`src/rtl/shift_load_reg_n.sv`:
```
// Parametrised load/shift register for the ALU shift unit: parallel load in IDLE,
// then a serial LSL/LSR/ASR/ROR sequence of amt steps with a busy/done handshake.
module shift_load_reg_n #(
    parameter int WIDTH = 8,
    parameter int CNT_W = 4
) (
    input  logic             clk,
    input  logic             rst,
    input  logic             ld,
    input  logic [WIDTH-1:0] in,
    input  logic             start,
    input  logic [CNT_W-1:0] amt,
    input  logic [1:0]       mode,
    input  logic             ser_in,
    output logic [WIDTH-1:0] out,
    output logic             ser_out,
    output logic             busy,
    output logic             done
);

    typedef enum logic [1:0] {
        IDLE  = 2'b00,
        SHIFT = 2'b01,
        DONE  = 2'b10
    } state_t;

    localparam logic [1:0] MODE_LSL = 2'b00;
    localparam logic [1:0] MODE_LSR = 2'b01;
    localparam logic [1:0] MODE_ASR = 2'b10;
    localparam logic [1:0] MODE_ROR = 2'b11;

    state_t             state_q, state_d;
    logic [CNT_W-1:0]   cnt_q, cnt_d;
    logic [1:0]         mode_q, mode_d;
    logic [WIDTH-1:0]   out_q, out_d;
    logic               ser_q, ser_d;

    // One-step shift result and the bit it pushes out, for the latched mode.
    logic [WIDTH-1:0]   shifted;
    logic               shifted_bit;

    always_comb begin
        shifted     = out_q;
        shifted_bit = 1'b0;
        case (mode_q)
            MODE_LSL: begin
                shifted     = {out_q[WIDTH-2:0], ser_in};
                shifted_bit = out_q[WIDTH-1];
            end
            MODE_LSR: begin
                shifted     = {ser_in, out_q[WIDTH-1:1]};
                shifted_bit = out_q[0];
            end
            MODE_ASR: begin
                shifted     = {out_q[WIDTH-1], out_q[WIDTH-1:1]};
                shifted_bit = out_q[0];
            end
            MODE_ROR: begin
                shifted     = {out_q[0], out_q[WIDTH-1:1]};
                shifted_bit = out_q[0];
            end
            default: begin
                shifted     = out_q;
                shifted_bit = 1'b0;
            end
        endcase
    end

    always_comb begin
        // NOTE: every _d is given its hold value first so no branch can leave it unassigned and infer a latch.
        state_d = state_q;
        cnt_d   = cnt_q;
        mode_d  = mode_q;
        out_d   = out_q;
        ser_d   = ser_q;

        case (state_q)
            IDLE: begin
                if (ld) begin
                    out_d = in;
                    ser_d = 1'b0;
                end else if (start) begin
                    if (amt == '0) begin
                        state_d = DONE;
                    end else begin
                        cnt_d   = amt;
                        mode_d  = mode;
                        state_d = SHIFT;
                    end
                end
            end
            SHIFT: begin
                out_d = shifted;
                ser_d = shifted_bit;
                cnt_d = cnt_q - 1'b1;
                if (cnt_q == CNT_W'(1)) begin
                    state_d = DONE;
                end
            end
            DONE: begin
                state_d = IDLE;
            end
            default: begin
                state_d = IDLE;
            end
        endcase
    end

    always_ff @(posedge clk) begin
        // NOTE: non-blocking assignments so every register updates from the same pre-edge values.
        if (rst) begin
            state_q <= IDLE;
            cnt_q   <= '0;
            mode_q  <= MODE_LSL;
            out_q   <= '0;
            ser_q   <= 1'b0;
        end else begin
            state_q <= state_d;
            cnt_q   <= cnt_d;
            mode_q  <= mode_d;
            out_q   <= out_d;
            ser_q   <= ser_d;
        end
    end

    assign out     = out_q;
    assign ser_out = ser_q;
    assign busy    = (state_q == SHIFT);
    assign done    = (state_q == DONE);

endmodule

```
`config.mk`:
```
export PLATFORM = sky130hd
export DESIGN_NAME = shift_load_reg_n
export DESIGN_NICKNAME = d
export VERILOG_FILES = /design/src/rtl/shift_load_reg_n.sv
export SDC_FILE = /design/constraint.sdc
export NUM_CORES = 1
export LEC_CHECK = 0
export CAP_MARGIN = 20
export CORE_UTILIZATION = 65
export DETAILED_ROUTE_END_ITERATION = 16
export DONT_BUFFER_PORTS = 1
export PLACE_DENSITY = 0.81
export RECOVER_POWER = 25
export SETUP_SLACK_MARGIN = 0.02
export SLEW_MARGIN = 20
export SYNTH_ARGS = -nofsm -noshare
export SYNTH_HDL_FRONTEND = slang
export SYNTH_SLANG_ARGS = --single-unit
```
`constraint.sdc`:
```
create_clock -name clk -period 2.2 [get_ports clk]
set_input_delay 0.11 -clock clk [delete_from_list [all_inputs] [get_ports clk]]
set_output_delay 0.11 -clock clk [all_outputs]
set_load 0.02 [all_outputs]
```
==> impl_metrics.env, run 1 <==
export IMPL_status="finished, final reports clean"
export IMPL_fin_cells=132
export IMPL_startpoint_type="register"
export IMPL_r2r_end="cnt_q[3]$_SDFFE_PP0P_"
export IMPL_cp_arrival_ns=1.79
export IMPL_hpwl_um=1490
export IMPL_r2r_cells=4
export IMPL_worst_path_max_fanout=10
export IMPL_hold_viol=0
export IMPL_routedWlPerCell_um=15.64
export IMPL_power_uw=710.3
export IMPL_final_cell_mix="dfxtp_1, nor2_1, a21oi_1, mux2i_1, a211o_1"
export IMPL_rows=13
export IMPL_routed_wl_um=2065
export IMPL_holdPathEnd="cnt_q[1]$_SDFFE_PP0P_"
export IMPL_post_route_drc_count=0
export IMPL_io_buffers=0
export IMPL_cts_tree="yes"
export IMPL_synth_warnings=0
export IMPL_setup_tns_ns=0
export IMPL_yosysSeqAreaShare_pct=34.13
export IMPL_die_h_um=41.17
export IMPL_place_inst=124
export IMPL_synth_nets=137
export IMPL_cts_root_buf="clkbuf_4"
export IMPL_synth_top_cell_area_share_pct=34.13
export IMPL_core_area_um2=1366
export IMPL_via_per_inst=6.447
export IMPL_numClockSinks=17
export IMPL_track_usage_pct=26.35
export IMPL_max_slew_margin_pct=59.09
export IMPL_synth_edff_count=0
export IMPL_dieArea_um2=1695
export IMPL_grt_antenna_before_repair=0
export IMPL_required_ns=2.42
export IMPL_antenna_left=0
export IMPL_yosysUniqueCellTypes=39
export IMPL_p_leak_nw=0.4608
export IMPL_post_cts_resized=0
export IMPL_die_x_um=41.17
export IMPL_end_kind="register"
export IMPL_hold_start="amt[1]"
export IMPL_nFillCells=112
export IMPL_drt_iter0_drc=20
export IMPL_clk_pin_slew_ns=0.10
export IMPL_synth_top_area_cell="dfxtp_1"
export IMPL_max_vdd_ir_drop_v=0.0005106
export IMPL_seqCellArea_um2=340.3
export IMPL_final_common_cell="dfxtp_1"
export IMPL_period_share_pct=71.15
export IMPL_r2r_start="state_q[0]$_SDFFE_PP0P_"
export IMPL_clock_skew_ns=0.008718
export IMPL_avgSynthCellArea_um2=8.597
export IMPL_drive_above_1_share_pct=12.82
export IMPL_slew_viol_final=0
export IMPL_synth_area_leaders="dfxtp_1, mux2i_1, a211o_1"
export IMPL_power_density_nw_per_um2=680.7
export IMPL_cts_inserted_buffers=3
export IMPL_post_route_min_period_ns=1.565
export IMPL_grt_pass1_vias=704
export IMPL_ios=30
export IMPL_setup_viol=0
export IMPL_fmax_mhz=638.8
export IMPL_htreeDepth=1
export IMPL_ys_ff_latch=17
export IMPL_syn_area_um2=997.2
export IMPL_insertion_delay_ns=0.30
export IMPL_clockBufferDepth=2
export IMPL_maxCapViolCount=0
export IMPL_synthArstFlopShare_pct=0
export IMPL_grt_setup_unrepaired="no"
export IMPL_vias=851
export IMPL_post_place_ws_ns=0.6903
export IMPL_gp_congestion=0.7950
export IMPL_num_antenna_cells=0
export IMPL_grt_max_degree=18
export IMPL_multiInputGateArea_um2=598.1
export IMPL_hold_path_depth=2
export IMPL_hp_class="primary input to register"
export IMPL_syn2layout_area_growth_pct=4.642
export IMPL_drtPass1Iterations=4
export IMPL_grt_overflow=0
export IMPL_grt_pass1_wl_um=2808
export IMPL_initial_utilization_pct=72.99
export IMPL_synth_ff_type="dfxtp_1"
export IMPL_worstSetupPathType="register to register"
export IMPL_ff2ff_setup_slack_ns=0.63
export IMPL_worstMarginPinSlew_ns=0.6116
export IMPL_synthesis_instances=116
export IMPL_nets=139
export IMPL_fin_ws_ns=0.6346
-- logic make-up (layout without fill, tap and decap cells) --
group / count (synthesis) / in the layout / synth area share [%]
AOI/OAI and AO/OA: 32 / 32 / 22.84
DFF: 17 / 17 / 34.13
and+or+nand+nor: 42 / 42 / 23.34
adders and majority gates: 2 / 2 / 2.509
buffers and inverters: 12 / 13 / 5.896
muxes: 11 / 11 / 11.29
-- sequential cells by signal (all words and copies together), names as in the netlist --
name     flops
cnt_q        4
out          8
state_q      2
ser_out      1
mode_q       2
-- stage by stage --
step / utilization (%) / area, µm² / hold WS (ns)
2_1_floorplan: - / 997.2 / 0.2539
3_3_place_gp: 71.43 / 975.9 / 0.1812
3_5_place_dp: 71.43 / 975.9 / 0.1828
4_1_cts: 76.37 / 1044 / 0.03153
5_1_grt: 76.37 / 1044 / 0.02660
6_report: 76.37 / 1044 / 0.03161
-- routing by layer --
| metal | vias up | wire [µm] | track usage, % |
|---|---|---|---|
| met5 | - | 0 | 0 |
| met3 | 4 | 149 | 12.50 |
| met2 | 30 | 963 | 42.58 |
| met1 | 392 | 926 | 28.95 |
| li1 | 425 | - | - |
| met4 | 0 | 25 | 12.10 |
-- what timing repair did --
action	in CTS	in global routing
hold buffers	4	0
buffers inserted	0	0
hold endpoints to repair	17	0
-- worst max path at each step --
stage	cells after the start	slack, ns	start	end
global route	5	0.56	state_q[0]$_SDFFE_PP0P_	out[3]$_SDFFE_PP0P_
CTS	4	0.66	state_q[0]$_SDFFE_PP0P_	cnt_q[3]$_SDFFE_PP0P_
global placement	4	0.73	state_q[0]$_SDFFE_PP0P_	cnt_q[3]$_SDFFE_PP0P_
finish	4	0.63	state_q[0]$_SDFFE_PP0P_	cnt_q[3]$_SDFFE_PP0P_
floorplan	5	0.78	state_q[0]$_SDFFE_PP0P_	cnt_q[2]$_SDFFE_PP0P_
detailed placement	4	0.69	state_q[0]$_SDFFE_PP0P_	cnt_q[3]$_SDFFE_PP0P_
-- worst max-delay path, stage by stage (launching register included) --
cell and delay [ns]:
dfxtp_1 0.57, nand2b_4 0.12, or4_4 0.43, or2_0 0.21, a31oi_1 0.15
-- cell usage after synthesis, types with 2 or more instances --
cell type / count
a211o_1: 8
nand3_1: 3
nor2_1: 16
buf_2: 2
a21oi_1: 10
ha_1: 2
mux2i_1: 9
nor2b_1: 2
nor3_1: 3
dfxtp_1: 17
nand2_1: 7
a211oi_1: 3
clkbuf_1: 2
inv_1: 4
o21ai_0: 3
mux2_2: 2
-- report_power, final --
part	internal, mW	switching (mW)	leakage [nW]
Sequential	0.335	0.0546	0.140
Clock	0.0678	0.102	0.0177
Combinational	0.0729	0.0782	0.303
Total	0.476	0.234	0.461
-- layout make-up --
class | count | share of cell area, %
flip-flops and latches | 17 | 32.61
inverters | 5 | 1.799
clock buffers | 3 | 2.158
clock inverters | 1 | 0.4796
well taps | 15 | 1.799
multi-input cells | 87 | 57.31
repair buffers | 4 | 3.837
Power figures use the tool's default switching activity.
==> inputs of run 2 (changes only) <==
--- a/config.mk
+++ b/config.mk
@@ -6,10 +6,10 @@
 export NUM_CORES = 1
 export LEC_CHECK = 0
 export CAP_MARGIN = 20
-export CORE_UTILIZATION = 65
+export CORE_UTILIZATION = 60
 export DETAILED_ROUTE_END_ITERATION = 16
 export DONT_BUFFER_PORTS = 1
-export PLACE_DENSITY = 0.81
+export PLACE_DENSITY = 0.76
 export RECOVER_POWER = 25
 export SETUP_SLACK_MARGIN = 0.02
 export SLEW_MARGIN = 20
==> constraint.sdc (replaced) <==
create_clock -name clk -period 1.6 [get_ports clk]
set_input_delay 0.08 -clock clk [delete_from_list [all_inputs] [get_ports clk]]
set_output_delay 0.08 -clock clk [all_outputs]
set_load 0.02 [all_outputs]
==> run 2 against run 1 <==
Compared with the run above: highest routed layer unchanged; sequential cell count unchanged; cell count increased by 4.5%; clock-buffer cell count rose by 1.
==> impl_metrics.env, run 2 (same netlist as run 1, synthesis figures left out) <==
export IMPL_whs_ns=0.01793
export IMPL_rows=14
export IMPL_nets=144
export IMPL_largest_reg_flops=8
export IMPL_maxCapViolCount=0
export IMPL_r2r_end="cnt_q[2]$_SDFFE_PP0P_"
export IMPL_worstSetupPathType="register to register"
export IMPL_max_vdd_ir_drop_v=0.0007080
export IMPL_htreeDepth=1
export IMPL_post_route_min_period_ns=1.464
export IMPL_r2r_cells=3
export IMPL_post_cts_resized=0
export IMPL_cts_inserted_buffers=3
export IMPL_nFillCells=120
export IMPL_clock_skew_ns=0.004765
export IMPL_grt_overflow=0
export IMPL_slew_viol_final=0
export IMPL_setup_tns_ns=0
export IMPL_hpwl_um=1566
export IMPL_grt_pass1_vias=788
export IMPL_pwr_share_seq_pct=53.3
export IMPL_drt_iter0_drc=24
export IMPL_swShare_pct=32.12
export IMPL_critPathCapture="cnt_q[2]$_SDFFE_PP0P_"
export IMPL_hp_class="primary input to register"
export IMPL_grt_max_degree=18
export IMPL_antenna_left=0
export IMPL_startpoint_type="register"
export IMPL_numClockSinks=17
export IMPL_insertion_delay_ns=0.29
export IMPL_period_share_pct=91.47
export IMPL_p_sw_uw=315.2
export IMPL_ios=30
export IMPL_final_cell_mix="dfxtp_1, nor2_1, a21oi_1, mux2i_1, a211o_1"
export IMPL_p_comb_share_pct=23.6
export IMPL_drive_above_1_share_pct=13.93
export IMPL_setup_viol=0
export IMPL_worst_path_max_fanout=11
export IMPL_num_antenna_cells=0
export IMPL_status="finished, final reports clean"
export IMPL_final_common_cell="dfxtp_1"
export IMPL_core_area_um2=1524
export IMPL_grt_pass1_wl_um=3477
export IMPL_p_leak_nw=0.4759
export IMPL_max_slew_margin_pct=59.58
export IMPL_clockBufferDepth=2
export IMPL_ff2ff_setup_slack_ns=0.14
export IMPL_required_ns=1.76
export IMPL_post_route_drc_count=0
export IMPL_fmax_mhz=683.3
export IMPL_power_internal_uw=666.2
export IMPL_clk_pin_slew_ns=0.10
export IMPL_grt_antenna_before_repair=0
export IMPL_hold_viol=0
export IMPL_cts_root_buf="clkbuf_4"
export IMPL_critPathLaunch="state_q[1]$_SDFFE_PP0P_"
export IMPL_routedWlPerCell_um=15.21
export IMPL_dieArea_um2=1829
export IMPL_place_inst=130
export IMPL_vias=842
export IMPL_grt_setup_unrepaired="no"
export IMPL_cp_arrival_ns=1.62
export IMPL_p_clk_share_pct=23.1
export IMPL_routed_wl_um=2099
export IMPL_syn2layout_area_growth_pct=7.654
export IMPL_io_buffers=0
export IMPL_die_x_um=42.77
export IMPL_fin_cells=138
export IMPL_cts_tree="yes"
export IMPL_via_per_inst=6.101
export IMPL_end_kind="register"
export IMPL_track_usage_pct=25.29
export IMPL_gp_congestion=0.7961
export IMPL_die_h_um=42.77
export IMPL_worstMarginPinSlew_ns=0.6043
export IMPL_final_core_util_pct=70.44
export IMPL_power_density_nw_per_um2=914.2
export IMPL_initial_utilization_pct=65.44
export IMPL_r2r_start="state_q[1]$_SDFFE_PP0P_"
export IMPL_drtPass1Iterations=4
[run 2: cell type report]
type	instances	area [µm²]	area share, %
flip-flops and latches	17	340.3	31.70
multi-input cells	87	598.1	55.71
inverters	5	18.77	1.748
well taps	16	20.02	1.865
clock buffers	4	26.28	2.448
repair buffers	9	70.07	6.527
[run 2: critical path, stage by stage, from the launching register on]
cell,delay [ns]
dfxtp_1,0.41
or4_1,0.65
o221ai_1,0.23
nor2_1,0.05
[run 2: repair_timing]
action	4_1_cts	5_1_grt
endpoints found under the hold margin	17	0
hold buffers	4	0
setup buffers	0	0
[run 2: power by group through the flow]
stage / combinational [mW] / sequential [mW] / clock, mW
after floorplan: 0.185 / 0.525 / 0
after global placement: 0.214 / 0.530 / 0
after detailed placement: 0.222 / 0.532 / 0
after CTS: 0.236 / 0.522 / 0.230
after global routing: 0.260 / 0.528 / 0.248
final: 0.232 / 0.523 / 0.227
[run 2: stage by stage]
stage / instance area [µm²] / total power [mW] / setup WS (ns)
after floorplan: 997.2 / 0.7105 / 0.1844
after global placement: 1015 / 0.7444 / 0.2033
after detailed placement: 1015 / 0.7539 / 0.1846
after CTS: 1081 / 0.9886 / 0.1548
after global routing: 1074 / 1.036 / 0.05058
final: 1074 / 0.9814 / 0.1364
[run 2: layer usage]
layer	share of wire [%]	track usage (%)
met5	0	0
met4	1.0	7.500
met3	6.9	11.06
met2	46	38.48
met1	46	32.11
[run 2: worst min-delay path by stage]
stage	end	startpoint	cells after the start
finish	cnt_q[2]$_SDFFE_PP0P_	amt[2]	2
global route	cnt_q[2]$_SDFFE_PP0P_	amt[2]	2
CTS	cnt_q[2]$_SDFFE_PP0P_	amt[2]	2
detailed placement	cnt_q[3]$_SDFFE_PP0P_	rst	1
global placement	out[5]$_SDFFE_PP0P_	rst	1
floorplan	mode_q[0]$_SDFFE_PP0P_	mode[0]	2
==> inputs of run 3 (changes only) <==
--- a/config.mk
+++ b/config.mk
@@ -6,10 +6,10 @@
 export NUM_CORES = 1
 export LEC_CHECK = 0
 export CAP_MARGIN = 20
-export CORE_UTILIZATION = 60
+export CORE_UTILIZATION = 55
 export DETAILED_ROUTE_END_ITERATION = 16
 export DONT_BUFFER_PORTS = 1
-export PLACE_DENSITY = 0.76
+export PLACE_DENSITY = 0.7
 export RECOVER_POWER = 25
 export SETUP_SLACK_MARGIN = 0.02
 export SLEW_MARGIN = 20
==> run 3 against run 2 <==
Compared with the run above: sequential cell count stayed put; maximum frequency is 1.3% lower; critical path depth is 1 higher; global-route usage is 3.5 points lower; sequential share of layout area is 0.68 points lower; total power is 1.4% higher; clock power is 4% higher; largest cell class unchanged; wire length is 1.3% lower.
==> impl_metrics.env, run 3 (same netlist as run 1, synthesis figures left out) <==
export IMPL_antenna_left=0
export IMPL_numClockSinks=17
export IMPL_slew_viol_final=0
export IMPL_r2r_end="cnt_q[1]$_SDFFE_PP0P_"
export IMPL_ff2ff_setup_slack_ns=0.12
export IMPL_worstSetupPathType="register to register"
export IMPL_slowest_delay_ns=0.53
export IMPL_critPathLaunch="state_q[1]$_SDFFE_PP0P_"
export IMPL_nFillCells=159
export IMPL_cts_tree="yes"
export IMPL_pwr_share_seq_pct=52.8
export IMPL_power_internal_uw=666.6
export IMPL_die_h_um=44.58
export IMPL_p_leak_nw=0.4872
export IMPL_max_slew_margin_pct=56.62
export IMPL_period_share_pct=92.69
export IMPL_p_comb_share_pct=23.5
export IMPL_max_vdd_ir_drop_v=0.0004714
export IMPL_grt_max_degree=18
export IMPL_worstMarginPinSlew_ns=0.6485
export IMPL_hp_class="primary input to register"
export IMPL_clock_skew_ns=0.001315
export IMPL_nets=145
export IMPL_critical_path_cell_chain="or3b_2 -> o21ai_2 -> nor2_1 -> a211oi_1"
export IMPL_cp_slowest_cell="or3b_2"
export IMPL_core_area_um2=1708
export IMPL_worst_path_max_fanout=11
export IMPL_r2r_start="state_q[1]$_SDFFE_PP0P_"
export IMPL_via_per_inst=5.777
export IMPL_final_cell_mix="nor2_1, dfxtp_1, a21oi_1, mux2i_1, a211o_1"
export IMPL_cts_root_buf="clkbuf_4"
export IMPL_r2r_cells=4
export IMPL_maxCapViolCount=0
export IMPL_initial_utilization_pct=58.39
export IMPL_swShare_pct=33.03
export IMPL_clockBufferDepth=2
export IMPL_cts_inserted_buffers=3
export IMPL_grt_pass1_vias=732
export IMPL_routed_wl_um=2071
export IMPL_routedWlPerCell_um=13.99
export IMPL_detailed_place_area_um2=1026
export IMPL_fmax_mhz=674.3
export IMPL_track_usage_pct=21.78
export IMPL_hpwl_um=1527
export IMPL_largest_reg_flops=8
export IMPL_grt_overflow=0
export IMPL_startpoint_type="register"
export IMPL_insertion_delay_ns=0.29
export IMPL_gp_congestion=0.7561
export IMPL_num_antenna_cells=0
export IMPL_grt_pass1_wl_um=3174
export IMPL_power_density_nw_per_um2=904.0
export IMPL_post_route_drc_count=0
export IMPL_vias=855
export IMPL_end_kind="register"
export IMPL_setup_tns_ns=0
export IMPL_drt_iter0_drc=20
export IMPL_drtPass1Iterations=4
export IMPL_hold_viol=0
export IMPL_critPathCapture="cnt_q[1]$_SDFFE_PP0P_"
export IMPL_clk_pin_slew_ns=0.11
export IMPL_die_x_um=44.58
export IMPL_grt_antenna_before_repair=0
export IMPL_dieArea_um2=1987
export IMPL_htreeDepth=1
export IMPL_required_ns=1.80
export IMPL_grt_setup_unrepaired="no"
export IMPL_post_route_min_period_ns=1.483
export IMPL_critPathBufInv=0
export IMPL_setup_viol=0
export IMPL_ios=30
export IMPL_io_buffers=0
export IMPL_rows=15
export IMPL_status="finished, final reports clean"
export IMPL_syn2layout_area_growth_pct=10.41
export IMPL_cp_depth=4
export IMPL_cp_arrival_ns=1.69
export IMPL_drive_above_1_share_pct=16.26
export IMPL_final_area_um2=1101
export IMPL_p_sw_uw=328.7
export IMPL_p_clk_share_pct=23.8
export IMPL_crit_family="simple AND/OR/NAND/NOR gates"
run 3: power groups by stage:
stage | clock network [mW] | logic (mW) | registers [mW]
2_1_floorplan | 0 | 0.185 | 0.525
3_5_place_dp | 0 | 0.219 | 0.533
6_report | 0.237 | 0.234 | 0.525
5_1_grt | 0.261 | 0.261 | 0.532
3_3_place_gp | 0 | 0.213 | 0.531
4_1_cts | 0.246 | 0.236 | 0.524
run 3: cell type report:
| class | instances | area [µm²] | area share [%] |
|---|---|---|---|
| flip-flops and latches | 17 | 341.6 | 31.02 |
| multi-input cells | 87 | 598.1 | 54.32 |
| repair buffers | 10 | 83.83 | 7.614 |
| clock buffers | 3 | 22.52 | 2.045 |
| inverters | 5 | 18.77 | 1.705 |
| clock inverters | 1 | 5.005 | 0.4545 |
| well taps | 25 | 31.28 | 2.841 |
run 3: how the worst min path moves through the flow:
stage	startpoint	endpoint	slack, ns	cells after the start
3_3_place_gp	rst	out[4]$_SDFFE_PP0P_	0.15	1
4_1_cts	amt[1]	cnt_q[1]$_SDFFE_PP0P_	0.002	2
2_1_floorplan	mode[0]	mode_q[0]$_SDFFE_PP0P_	0.22	2
3_5_place_dp	rst	out[7]$_SDFFE_PP0P_	0.15	1
5_1_grt	amt[1]	cnt_q[1]$_SDFFE_PP0P_	0.03	2
6_report	amt[1]	cnt_q[1]$_SDFFE_PP0P_	0.02	2
run 3: timing repair:
action | 4_1_cts | 5_1_grt
buffers inserted | 0 | 0
gates resized for setup | 0 | 1
setup endpoints to repair | 0 | 2
endpoints found under the hold margin | 17 | 0
hold buffers | 5 | 0
run 3: through the flow:
step | worst slack (ns) | std cells | power, mW | util [%] | hold WS, ns
CTS | 0.09510 | 148 | 1.006 | 64.62 | 0.002483
floorplan | 0.1844 | 116 | 0.7105 | - | 0.2239
detailed placement | 0.1311 | 139 | 0.7529 | 60.07 | 0.1527
finish | 0.1170 | 148 | 0.9953 | 64.47 | 0.01782
global placement | 0.1854 | 139 | 0.7443 | 60.07 | 0.1516
global route | 0.02733 | 148 | 1.055 | 64.47 | 0.03151
run 3: routing by layer:
| layer | global-route usage [%] | vias to the layer above | wire length [µm] |
|---|---|---|---|
| li1 | - | 437 | - |
| met1 | 31.19 | 393 | 1023 |
| met2 | 30.88 | 23 | 922 |
| met3 | 4.082 | 2 | 113 |
| met4 | 10.91 | 0 | 12 |
| met5 | 0 | - | 0 |
